<file path="src/rtl/ram_fifo_ctrl.sv">
// ram_fifo_ctrl: valid/ready FIFO built on an external 2**ADDR_W x DATA_W dual-port RAM,
// with a 2-entry skid buffer that hides the RAM read latency. Optional high-water mark: FIFO_HWM_EN.
module ram_fifo_ctrl #(
  parameter int ADDR_W = 8,
  parameter int DATA_W = 4
) (
  input  logic              clk,
  input  logic              rst_n,
  input  logic              in_valid,
  output logic              in_ready,
  input  logic [DATA_W-1:0] in_data,
  output logic              out_valid,
  input  logic              out_ready,
  output logic [DATA_W-1:0] out_data,
  output logic              ram_write_en,
  output logic [ADDR_W-1:0] ram_write_addr,
  output logic [DATA_W-1:0] ram_write_data,
  output logic              ram_read_en,
  output logic [ADDR_W-1:0] ram_read_addr,
  input  logic [DATA_W-1:0] ram_read_data,
  output logic [ADDR_W+1:0] count,
  output logic              full,
  output logic              empty
`ifdef FIFO_HWM_EN
  ,
  output logic [ADDR_W+1:0] hwm,
  input  logic              hwm_clr
`endif
);

  localparam int DEPTH = 1 << ADDR_W;
  localparam logic [ADDR_W:0] DEPTH_CNT = (ADDR_W + 1)'(DEPTH);

  logic [ADDR_W-1:0] wr_ptr;
  logic [ADDR_W-1:0] rd_ptr;
  logic [ADDR_W:0]   mem_cnt;
  logic              inflight;
  logic [1:0]        skid_cnt;
  logic [DATA_W-1:0] skid_head;
  logic [DATA_W-1:0] skid_tail;
  logic              push;
  logic              pop;
  logic              rd_issue;
  logic [2:0]        occ_next;

  // A read is only issued if its returning word is guaranteed a free skid slot.
  always_comb begin
    full      = (mem_cnt == DEPTH_CNT);
    in_ready  = !full;
    push      = in_valid & in_ready;
    out_valid = (skid_cnt != 2'd0);
    out_data  = skid_head;
    pop       = out_valid & out_ready;
    occ_next  = 3'(skid_cnt) + 3'(inflight) - 3'(pop);
    rd_issue  = (mem_cnt != '0) && (occ_next < 3'd2);

    ram_write_en   = push;
    ram_write_addr = wr_ptr;
    ram_write_data = in_data;
    ram_read_en    = rd_issue;
    ram_read_addr  = rd_ptr;

    count = (ADDR_W + 2)'(mem_cnt) + (ADDR_W + 2)'(inflight) + (ADDR_W + 2)'(skid_cnt);
    empty = (count == '0);
  end

  always_ff @(posedge clk or negedge rst_n) begin
    if (!rst_n) begin
      wr_ptr   <= '0;
      rd_ptr   <= '0;
      inflight <= 1'b0;
    end else begin
      if (push) wr_ptr <= wr_ptr + ADDR_W'(1);
      if (rd_issue) rd_ptr <= rd_ptr + ADDR_W'(1);
      inflight <= rd_issue;
    end
  end

  always_ff @(posedge clk or negedge rst_n) begin
    if (!rst_n) begin
      mem_cnt <= '0;
    end else begin
      case ({push, rd_issue})
        2'b10:   mem_cnt <= mem_cnt + (ADDR_W + 1)'(1);
        2'b01:   mem_cnt <= mem_cnt - (ADDR_W + 1)'(1);
        default: mem_cnt <= mem_cnt;
      endcase
    end
  end

  // Returning RAM data lands behind whatever survives this cycle's pop, keeping order.
  always_ff @(posedge clk or negedge rst_n) begin
    if (!rst_n) begin
      skid_cnt  <= 2'd0;
      skid_head <= '0;
      skid_tail <= '0;
    end else begin
      case ({inflight, pop})
        2'b10: begin
          if (skid_cnt == 2'd0) skid_head <= ram_read_data;
          else                  skid_tail <= ram_read_data;
          skid_cnt <= skid_cnt + 2'd1;
        end
        2'b01: begin
          skid_head <= skid_tail;
          skid_cnt  <= skid_cnt - 2'd1;
        end
        2'b11: begin
          if (skid_cnt == 2'd1) begin
            skid_head <= ram_read_data;
          end else begin
            skid_head <= skid_tail;
            skid_tail <= ram_read_data;
          end
        end
        default: skid_cnt <= skid_cnt;
      endcase
    end
  end

`ifdef FIFO_HWM_EN
  always_ff @(posedge clk or negedge rst_n) begin
    if (!rst_n)            hwm <= '0;
    else if (hwm_clr)      hwm <= count;
    else if (count > hwm)  hwm <= count;
  end
`endif

endmodule

</file>
<file path="config.mk">
export PLATFORM = sky130hd
export DESIGN_NAME = ram_fifo_ctrl
export DESIGN_NICKNAME = d
export VERILOG_FILES = /design/src/rtl/ram_fifo_ctrl.sv
export SDC_FILE = /design/constraint.sdc
export NUM_CORES = 1
export LEC_CHECK = 0
export ABC_AREA = 1
export BUFFER_PORTS_ARGS = -buffer_cell sky130_fd_sc_hd__buf_2
export CAP_MARGIN = 25
export CORE_ASPECT_RATIO = 2
export CORE_MARGIN = 4
export CORE_UTILIZATION = 55
export CTS_CLUSTER_SIZE = 20
export DETAILED_ROUTE_END_ITERATION = 12
export PLACE_DENSITY = 0.76
export SYNTH_ARGS = -nofsm -noshare
export SYNTH_HDL_FRONTEND = slang
export SYNTH_SLANG_ARGS = --single-unit
</file>
<file path="constraint.sdc">
create_clock -name clk -period 3.99 [get_ports clk]
set_input_delay 0.1995 -clock clk [delete_from_list [all_inputs] [get_ports clk]]
set_output_delay 0.1995 -clock clk [all_outputs]
set_load 0.02 [all_outputs]
</file>
== Word level (Yosys, flattened, before mapping) ==
Index checks and enable logic that the tools add are counted.

* Flip-flop bits (word level): 36
* Output and inout bits: 40

* Add/sub/neg operators: 10
* $lt $le $gt $ge: 1
* Equal/unequal tests: 10
* Muxes and demuxes: 8
* Bitwise operators: 2
* Reduce and logical (&&, ||, !) cells: 12

{| class="wikitable"
|+ Operator list
! operator !! count
|-
| case mux 9 bit (2 select lines) || 1
|-
| adder 8 x 1 -> 8 bit, second input constant || 2
|-
| 2-to-1 mux 4 bit || 4
|-
| case mux 4 bit (3 select lines) || 1
|-
| adder 10 x 2 -> 10 bit || 1
|-
| adder 9 x 1 -> 10 bit || 1
|-
| logical NOT 10 bit || 1
|-
| adder 9 x 1 -> 9 bit, second input constant || 1
|-
| equality test 9 bit, second input constant || 1
|-
| nonzero test 9 bit || 1
|-
| subtractor 9 x 1 -> 9 bit, second input constant || 1
|-
| case mux 4 bit (2 select lines) || 1
|-
| nonzero test 2 bit || 4
|-
| equality test 2 x 1 -> 1 bit, second input constant || 3
|-
| equality test 2 bit, second input constant || 3
|-
| inequality test 2 bit, second input constant || 3
|-
| case mux 2 bit (2 select lines) || 1
|-
| adder 2 x 1 -> 3 bit || 1
|-
| less-than comparator 3 x 2 -> 1 bit, second input constant || 1
|-
| AND reduction 3 bit || 1
|-
| nonzero test 3 bit || 1
|-
| subtractor 3 x 1 -> 3 bit || 1
|-
| adder 2 x 1 -> 2 bit, second input constant || 1
|-
| AND 1 bit || 2
|-
| other kinds (5) || 5
|}

== Logic depth before layout (Yosys ltp) ==
Gate-level depths: netlist of run 1.

* Depth after elaboration: 7
* Mapped depth: 23
* Depth with buffers taken out: 23

== Least setup slack after synthesis of run 1 ==
No wires, ideal clock.

* Path kind: register to register
* Start point: register skid_cnt[1]
* End point: register mem_cnt[6]
* Setup time: 0.117 ns
* Arrival: 3.458 ns
* Required time: 3.873 ns
* Setup slack: 0.415 ns
* Cell stages (with the launch flop): 23
* Cell sequence: dfrtp_1 inv_1 ha_1 nor2_2 inv_1 nor2_1 o21ai_0 fa_1 o21ai_0 a21oi_1 nand2_4 inv_4 ha_1 inv_1 fa_1 inv_1 nand2_1 nand2_1 nand4_1 nand2_1 nand2_1 nand3_1 nand2_1

* Word-level cells in the longest chain between the ends: 7

{| class="wikitable"
|+ RTL lines
! what !! RTL line !! RTL
|-
| start, declared || 38 || <nowiki>logic [1:0] skid_cnt;</nowiki>
|-
| start signal, assigned || 102 || <nowiki>skid_cnt <= skid_cnt + 2'd1;</nowiki>
|-
| start signal, assigned || 106 || <nowiki>skid_cnt <= skid_cnt - 2'd1;</nowiki>
|-
| start signal, assigned || 116 || <nowiki>default: skid_cnt <= skid_cnt;</nowiki>
|-
| parallel branches: the longest is 2 deep, another holds adder 2 x 1 -> 3 bit || n/a ||
|-
| subtractor 3 x 1 -> 3 bit * || 54 || <nowiki>occ_next = 3'(skid_cnt) + 3'(inflight) - 3'(pop);</nowiki>
|-
| less-than comparator 3 x 2 -> 1 bit * || 55 || <nowiki>rd_issue = (mem_cnt != '0) && (occ_next < 3'd2);</nowiki>
|-
| logical AND 1 bit * || 55 ||
|-
| named net ram_read_en || 18 || <nowiki>output logic ram_read_en,</nowiki>
|-
| equality test 2 x 1 -> 1 bit / equality test 2 bit (equally long branches) || 83 || <nowiki>case ({push, rd_issue})</nowiki>
|-
| case mux 9 bit (2 select lines) / nonzero test 2 bit (equally long branches) || n/a ||
|-
| end signal, assigned || 84 || <nowiki>2'b10: mem_cnt <= mem_cnt + (ADDR_W + 1)'(1);</nowiki>
|-
| end signal, assigned || 85 || <nowiki>2'b01: mem_cnt <= mem_cnt - (ADDR_W + 1)'(1);</nowiki>
|-
| end signal, assigned || 86 || <nowiki>default: mem_cnt <= mem_cnt;</nowiki>
|-
| end, declared || 36 || <nowiki>logic [ADDR_W:0] mem_cnt;</nowiki>
|}

Mark *: on every way through the listed nets, which the timed path passes.
A chain may end at the register's enable or synchronous reset.

== Final worst setup path of run 1 ==
* Start point: register skid_cnt[0]
* End point: register mem_cnt[6]

* Word-level cells in the longest chain between the ends: 7

{| class="wikitable"
|+ RTL lines
! what !! RTL line
|-
| parallel branches: the longest is 2 deep, another holds adder 2 x 1 -> 3 bit || n/a
|-
| subtractor 3 x 1 -> 3 bit * || 54
|-
| less-than comparator 3 x 2 -> 1 bit * || 55
|-
| logical AND 1 bit * || 55
|-
| equality test 2 x 1 -> 1 bit / equality test 2 bit (equally long branches) || 83
|-
| case mux 9 bit (2 select lines) / nonzero test 2 bit (equally long branches) || n/a
|}

Mark *: on every way between the ends.

==> run metrics, run 1 <==
Post-synth EDFFs=0; Switching Power=0.00146 W; Comb power frac=63.3%; Power Internal=0.00138 W; Post-synth ARST share=100%; fin nets=about 420; Avg Inst Size Synth=7.38 sq um; f_max=274 MHz; Worst-Margin Slew=0.799 ns; Final Max Tran Viols=0; initial core utilization=57.6%; Worst Setup End Kind=flop; largest family of logic cells by synthesized area=simple AND/OR/NAND/NOR gates; DP Wirelength=4210 um; DP Area=0.00277 sq mm; htree depth=2; Seq cells post-synth=36; Rel. slew slack=46.8%; synthesized cell area=approximately 0.0025 sq mm; worst min path class=input port to async pin; Hold Violations, Final=12; Synth area leader=dfrtp_1; Switching Fraction=roughly half; GRT Total Usage=20.0%; Clock transition at path regs=approximately 0.070 ns; Clock power frac=around 11%; clk_lat worst skew=0.29 ns; ANT nets after route=0; top post-synthesis cells by count=111 x nand2_1, 52 x inv_1, 36 x dfrtp_1; Die W=56.1 um; CP arrival=3.83 ns; status=finished with violations; Core Box Area=0.00442 sq mm; Clock Skews=0.00492 ns; Final Critical Period=3.65 ns; setup violators final=0; Synth Area in Compound Gates=8.01%; failing checks=hold timing; Top Ports=52; DR vias/cell=5.04; global routing's busiest layer=met2; Initial DRC Count=59; critical path class=flop to flop; ranking of synthesized cells by area=dfrtp_1 35%, nand2_1 16%, inv_1 7.7%, ha_1 6.4%, nand3_1 4.1%; share of the synthesized area in the top cell type=between 30% and 40%; met3 GRT Util=2.98%; critical path startpoint=skid_cnt[0]; routed wire length=between 5000 and 6000 um; worst r2r path cells=22; Die H=104 um; Power Density=978 mW/mm^2; cts bufs inserted=5; Lkg Pwr=1.62 nW; # diodes=0; most frequent cell after synthesis=nand2_1; area grow syn2layout=13.9%; pre-CTS setup slack=0.0568 ns; fin crit share=91.4%; mux cell area share after synthesis=0%; routability cong.=roughly 0.89; max capacitance violation total=0; GRT overflow=0; Mapped Cells=345; Port Buffers=43; Die Area=0.00585 sq mm; Vias=2238; wire length per cell=12.1 um; grt met1 use=21.9%; met2 Use GR=35.9%; Hold WS=-0.00969 ns; syn nets=between 300 and 400; Synth Area in Simple Gates=30.1%; CTS tree=done; final instance area=just under 0.003 sq mm; startpoint types=flop; first-pass detailed-route iteration total=4; Cell variety after synth=32; pin count of the biggest net entering global routing=37; Worst Slack Setup Final=0.342 ns; most used flip-flop cell after synthesis=dfrtp_1; first-pass GRT wire length=9590 um; CTS root buffer=clkbuf_8; CP required=4.17 ns; post-synthesis adder-cell area fraction=roughly a tenth; Clock Path Buffers=2; initial antenna violation count=0; Peak VDD IR=0.567 mV; clock sink total=36; register area share after synthesis=a little over a third; Reg power frac=around a quarter; Synth Area in XOR/XNOR=between 6 and 7%; YS warnings=0; remaining routing DRC violations=0; worst-path fanout max=10; worst r2r src=skid_cnt[0]; proportion of layout cells with a drive suffix above 1=19.5%; row count=34; vias in the first global route=2280
[through the flow]
step	hold WS (ns)	total power [W]	util, %	setup TNS (ns)	instances
floorplan	-0.0961	0.00205	-	0	345
global placement	0.341	0.00245	62.7	0	435
detailed placement	0.329	0.00250	62.7	0	435
CTS	0.0129	0.00283	65.1	0	443
global route	0.0477	0.00316	65.6	-0.00298	444
finish	-0.00969	0.00284	65.6	0	444
[layer usage]
metal | routed length [um] | vias up | share of wire [%]
met2 | 2900 | 51 | 54
met4 | 161 | 0 | 3.0
met1 | 2100 | 1018 | 39
met5 | 0 | - | 0
li1 | - | 1152 | -
met3 | 204 | 17 | 3.8
[area by class of cell]
| type | instances | area, sq um |
|---|---|---|
| clock inverters | 2 | 35.0 |
| repair buffers | 45 | 230 |
| fillers | 428 | 1520 |
| clock buffers | 6 | 72.6 |
| inverters | 55 | 210 |
| multi-input cells | 246 | 1390 |
| well taps | 54 | 67.6 |
| flip-flops and latches | 36 | 901 |
[final timing paths]
path / slack [ns] / end
setup / recovery: 0.34 / mem_cnt[6]
hold / removal: -0.01 / mem_cnt[7]
setup reg to reg: 0.34 / mem_cnt[6]
hold reg to reg: 0.49 / skid_tail[2]
max in group asynchronous: 3.49 / out_data[0]
min in group clk: 0.18 / skid_tail[1]
[power groups by stage]
stage | logic, W | clock network (W) | registers [W]
2_1_floorplan | 0.00129 | 0 | 0.000765
3_3_place_gp | 0.00173 | 0 | 0.000724
3_5_place_dp | 0.00177 | 0 | 0.000729
4_1_cts | 0.00178 | 0.000329 | 0.000723
5_1_grt | 0.00207 | 0.000346 | 0.000752
6_report | 0.00180 | 0.000318 | 0.000725
[cells in the final DEF, fill, tap and decap left out, drive strengths merged]
| cell | n |
|---|---|
| a21oi | 5 |
| buf | 45 |
| bufinv | 1 |
| clkbuf | 6 |
| clkinv | 2 |
| dfrtp | 36 |
| fa | 4 |
| ha | 13 |
| inv | 54 |
| nand2 | 118 |
| nand3 | 22 |
| nand3b | 2 |
| nand4 | 3 |
| nor2 | 29 |
| nor3 | 2 |
| o211ai | 5 |
| o21ai | 22 |
| o22ai | 2 |
| or2 | 1 |
| xnor2 | 11 |
| xor2 | 7 |
[cell families (layout without fill, tap and decap cells)]
logic type | count (synthesis) | after routing
AO/OA/AOI/OAI | 34 | 34
XOR/XNOR | 18 | 18
adder cells (fa/ha/maj) | 17 | 17
buffers and inverters | 63 | 108
flip-flops | 36 | 36
AND/OR/NAND/NOR | 177 | 177
[what timing repair did]
item / CTS / global route
endpoints found under the setup margin: 0 / 6
resized for setup: 0 / 3
hold buffers: 0 / 0
buffers inserted: 0 / 1
[worst max-delay path, stage by stage, from the launching register on]
cell	delay [ns]
dfrtp_1	0.40
inv_1	0.10
ha_1	0.24
nor2_2	0.17
inv_1	0.12
nor2_2	0.13
o21ai_0	0.11
fa_1	0.49
o21ai_0	0.07
a21oi_1	0.21
nand2_4	0.14
inv_4	0.13
ha_4	0.21
inv_1	0.07
fa_1	0.35
inv_1	0.07
nand2_1	0.08
nand2_1	0.09
nand4_1	0.10
nand2_1	0.08
nand2_1	0.05
nand3_1	0.06
nand2_1	0.06
[registers in the layout, indices dropped and copies added (netlist names)]
| name | count |
|---|---|
| mem_cnt | 9 |
| inflight | 1 |
| ram_read_addr | 8 |
| out_data | 4 |
| ram_write_addr | 8 |
| skid_tail | 4 |
| skid_cnt | 2 |
No activity file was read; power rests on OpenSTA's default activity.
==> run 2, diff against run 1 <==
- ABC_AREA: 1 -> not set
- CORE_UTILIZATION: 55 -> 54
==> run 2 against run 1 <==
Effect of this change:
- the flow now finishes without violations
- critical path depth down 6
- core utilization down 0.56 points
- die area down 5.4%
- sequential share of layout area up 2.2 points
- setup slack worse by 0.16 ns
- global-route usage up 0.22 points
- largest cell class unchanged
- clock skew up 0.00098 ns
- maximum frequency down 4.1%
==> run metrics, run 2 <==
Hold Violations, Final=0; Final Critical Period=3.80 ns; first-pass GRT wire length=8290 um; routed wire length=~5100 um; CP arrival=3.98 ns; row count=33; wire length per cell=16.0 um; commonest non-fill, non-tap cells in the layout=43 x buf_2, 35 x dfrtp_1, 20 x xnor2_1, 20 x nand2_1; internal reg-to-reg setup slack=0.19 ns; grt met1 use=~22%; remaining routing DRC violations=0; worst-path fanout max=10; Rel. slew slack=46.3%; ANT nets after route=0; max capacitance violation total=0; DP Wirelength=a little over 4000 um; Cell variety after synth=43; hold buffers post-CTS=0; GRT overflow=0; proportion of layout cells with a drive suffix above 1=28.3%; final instance area=0.00271 sq mm; CTS tree=done; Clock transition at path regs=0.08 ns; setup violators final=0; YS warnings=0; CTS root buffer=clkbuf_8; syn nets=256; routability cong.=0.869; critical path startpoint=skid_cnt[1]; met2 Use GR=35.0%; Post-synth EDFFs=0; Mapped Cells=227; first-pass detailed-route iteration total=4; cts bufs inserted=5; Seq cells post-synth=36; ranking of synthesized cells by area=dfrtp_1 38%, xnor2_1 7.5%, ha_1 6.9%, fa_1 3.4%, xor2_1 3.4%; Worst-Margin Slew=approximately 0.81 ns; Avg Inst Size Synth=10.4 sq um; Die H=101 um; register area share after synthesis=approximately two fifths; Die Area=0.00553 sq mm; vias in the first global route=1788; clk_lat worst skew=0.28 ns; Die W=54.6 um; f_max=263 MHz; commonest non-fill, non-tap cell in the layout=buf_2; area grow syn2layout=15.4%; Filler Cell Count=380; # diodes=0; worst r2r path cells=16; fin crit share=a little over nine tenths; Core Box Area=0.00417 sq mm; Clock Skews=just under 0.006 ns; global routing's busiest layer=met2; worst r2r src=skid_cnt[1]; top post-synthesis cells by count=36 x dfrtp_1, 20 x nand2_1, 20 x xnor2_1; Clock Path Buffers=2; RSZ-0062 raised after global routing=false; worst min path class=input port to async pin; DR vias/cell=5.64; Synth area leader=dfrtp_1; CP required=4.17 ns; fin nets=~300; Multi-input gate area=0.00135 sq mm; Port Buffers=43; FF+latch area=902 sq um; Top Ports=52; GRT Total Usage=20.2%; Biggest register=mem_cnt; Vias=roughly 1800; DP Area=0.00260 sq mm; initial core utilization=56.3%; most used flip-flop cell after synthesis=dfrtp_1; pin count of the biggest net entering global routing=37; Initial DRC Count=31; max FFs per register=9; Post-synth ARST share=100%; clock sink total=36; setup TNS=0 ns; synthesized cell area=0.00235 sq mm; initial antenna violation count=0; startpoint types=flop; critical path class=flop to flop; Final Max Tran Viols=0; htree depth=2; share of the synthesized area in the top cell type=38.3%; status=finished clean; most frequent cell after synthesis=dfrtp_1; Worst Setup End Kind=flop; met3 GRT Util=roughly 2.4%
[run 2: cell types whose count changed after synthesis, sizes merged, moves of 6 or more]
cell   change
nand3     -17
xnor2      +9
o21ai      -9
mux2i      +7
nor2      -20
nand2     -98
mux2       +6
inv       -41
[run 2: cell families after synthesis]
logic type | Yosys count | synth area share [%]
and+or+nand+nor | 63 | 15.4
AOI/OAI and AO/OA | 44 | 13.2
DFF | 36 | 38.3
xor gates and xnor gates | 29 | 10.8
buffers and inverters | 25 | 5.91
adders and majority gates | 17 | 10.3
muxes | 13 | 6.02
[run 2: path summary, 6_finish.rpt]
| check | end |
|---|---|
| worst max-delay path | mem_cnt[8] |
| worst min-delay path | out_data[1] |
| worst max register to register | mem_cnt[8] |
| worst min register to register | ram_read_addr[7] |
| max in group asynchronous | skid_cnt[1] |
| min in group clk | skid_tail[0] |
[run 2: area by class of cell]
cell class,instances,area share [%]
flip-flops and latches,36,33.3
multi-input cells,166,49.8
repair buffers,46,8.76
clock buffers,6,2.68
clock inverters,2,1.29
inverters,13,1.80
well taps,52,2.40
[run 2: per-stage QoR]
| step | hold WS (ns) | worst slack, ns | utilization, % | instances |
|---|---|---|---|---|
| finish | 0.00676 | 0.186 | 65.0 | 321 |
| global route | 0.0755 | 0.0316 | 65.0 | 321 |
| CTS | 0.0265 | 0.118 | 64.9 | 321 |
| detailed placement | 0.334 | 0.133 | 62.3 | 313 |
| global placement | 0.327 | 0.297 | 62.3 | 313 |
| floorplan | -0.0961 | 0.00570 | - | 227 |
[run 2: critical path, stage by stage (launching register included)]
cell and delay [ns]:
dfrtp_2 0.44, inv_2 0.08, ha_2 0.19, nand2b_1 0.18, xnor2_1 0.18, nand2b_1 0.18, fa_1 0.50, inv_1 0.06
a311oi_4 0.34, ha_4 0.27, inv_2 0.07, fa_2 0.35, nand2b_4 0.16, a21oi_4 0.19, a31oi_1 0.12, mux2i_1 0.14
a32o_1 0.25
[run 2: what timing repair did]
action / in CTS / in global routing
setup endpoints to repair: 0 / 3
resized for setup: 0 / 4
buffers inserted: 0 / 0
[run 2: metal layers]
| metal | part of all wire [%] | wire length [um] |
|---|---|---|
| met1 | 38 | 1930 |
| met2 | 55 | 2820 |
| met3 | 3.5 | 179 |
| met4 | 3.9 | 202 |
| met5 | 0 | 0 |
Power of run 2 is left out: the tool's default activity adds up to more than one toggle a clock period on the data nets, which glitch-free logic cannot reach.
==> run 3, diff against run 2 <==
- CORE_MARGIN: 4 -> not set
==> run 3 against run 2 <==
Effect of this change:
- the flow now finishes with violations (hold timing)
- non-clock buffer count did not move
- count of clock-buffer cells in the layout did not move
- clock skew fell by 0.0043 ns
- design area did not move
- critical endpoint unchanged
==> run metrics, run 3 (synthesized netlist as in run 2, its figures left out) <==
RSZ-0062 raised after global routing=false; Biggest register=mem_cnt; internal reg-to-reg setup slack=0.24 ns; DP Area=0.00260 sq mm; cts bufs inserted=5; Slowest-stage cell, CP=fa_1; Top Ports=52; ANT nets after route=0; setup violators final=0; worst r2r src=skid_cnt[1]; DP Wirelength=3750 um; max incr delay on CP=0.48 ns; routability cong.=0.827; critical path class=flop to flop; Die W=48.6 um; routed wire length=a little under 5000 um; DR vias/cell=5.63; Hold Violations, Final=20; setup TNS=0 ns; worst min path class=input port to async pin; failing checks=hold timing; worst r2r path cells=16; Core Box Area=0.00413 sq mm; wire length per cell=15.0 um; # diodes=0; GRT overflow=0; Multi-input gate area=0.00135 sq mm; Rel. slew slack=a little under half; worst-path cell chain=inv_2 -> ha_2 -> nand2b_1 -> xnor2_1 -> nand2b_1 -> fa_1 -> inv_1 -> a311oi_4 -> ha_4 -> inv_2 -> fa_2 -> nand2b_4 -> a21oi_4 -> a31oi_1 -> mux2i_1 -> a32o_1; FF+latch area=902 sq um; Hold WS=-0.0122 ns; Setup Buffers After CTS=0; max FFs per register=9; max capacitance violation total=0; commonest non-fill, non-tap cells in the layout=43 x buf_2, 35 x dfrtp_1, 20 x xnor2_1, 20 x nand2_1, 12 x o21ai_0; Clock Skews=0.00160 ns; GRT Total Usage=23.8%; status=finished with violations; Top delay family on crit path=adder cells; clk_lat worst skew=0.29 ns; CP Depth=16; startpoint types=flop; htree depth=2; vias in the first global route=1806; pin count of the biggest net entering global routing=37; Initial DRC Count=21; fin nets=roughly 300; Worst-Margin Slew=0.783 ns; row count=33; commonest non-fill, non-tap cell in the layout=buf_2; worst-path fanout max=10; Filler Cell Count=359; final instance area=0.00271 sq mm; CTS tree=done; fin crit share=94.0%; Die Area=0.00464 sq mm; initial antenna violation count=0; CTS root buffer=clkbuf_8; CP arrival=3.93 ns; Clock Path Buffers=2; CP Buf/Inv Count=3; critical path startpoint=skid_cnt[1]; initial core utilization=56.9%; f_max=267 MHz; Die H=about 95 um; Final Max Tran Viols=0; first-pass GRT wire length=8380 um; Final Critical Period=about 3.7 ns; Port Buffers=43; proportion of layout cells with a drive suffix above 1=28.3%; first-pass detailed-route iteration total=4; Worst Setup End Kind=flop; Vias=1808; CP required=about 4.2 ns; worst r2r dst=mem_cnt[8]; remaining routing DRC violations=0; Clock transition at path regs=0.07 ns; area grow syn2layout=15.4%; clock sink total=36
## run 3: cell counts in the layout (fill, tap and decap cells not counted)
No cell type changed its count.
## run 3: layer usage
layer | up-vias | part of all wire (%) | wire (um) | GRT usage [%]
li1 | 873 | - | - | -
met3 | 11 | 3.1 | 148 | 3.67
met2 | 45 | 55 | 2660 | 42.9
met5 | - | 0 | 0 | 0
met1 | 879 | 39 | 1860 | 26.3
met4 | 0 | 3.2 | 155 | 13.0
## run 3: worst max-delay path by stage
stage,to
6_report,mem_cnt[8]
5_1_grt,mem_cnt[8]
4_1_cts,mem_cnt[8]
3_5_place_dp,mem_cnt[8]
3_3_place_gp,mem_cnt[7]
2_1_floorplan,mem_cnt[8]
## run 3: worst reg2reg max path: cells and delay by family, from the launching register on
family          cells  cell delay, ns
fa+ha+maj           4            1.30
flops               1            0.43
xor+xnor            1            0.16
simple gates        3            0.50
compound gates      4            0.90
buf+inv             3            0.21
mux                 1            0.13
## run 3: what timing repair did
item / in CTS / in global routing
endpoints found under the setup margin: 0 / 4
gates resized for setup: 0 / 3
hold buffers: 0 / 0
## run 3: cell type report
cell class	instances	area share, %
multi-input combinational	166	49.8
sequential	36	33.3
timing repair buffer	46	8.76
clock buffer	6	2.68
tap	52	2.40
inverter	13	1.80
clock inverter	2	1.29
## run 3: stage by stage
step | hold WS [ns] | util [%] | cells | setup slack, ns
floorplan | -0.0961 | - | 227 | 0.00570
global placement | 0.326 | 62.9 | 313 | 0.290
detailed placement | 0.329 | 62.9 | 313 | 0.156
CTS | 0.0169 | 65.5 | 321 | 0.134
global route | 0.0560 | 65.7 | 321 | 0.0349
finish | -0.0122 | 65.7 | 321 | 0.241
Power of run 3 is left out for the same reason.
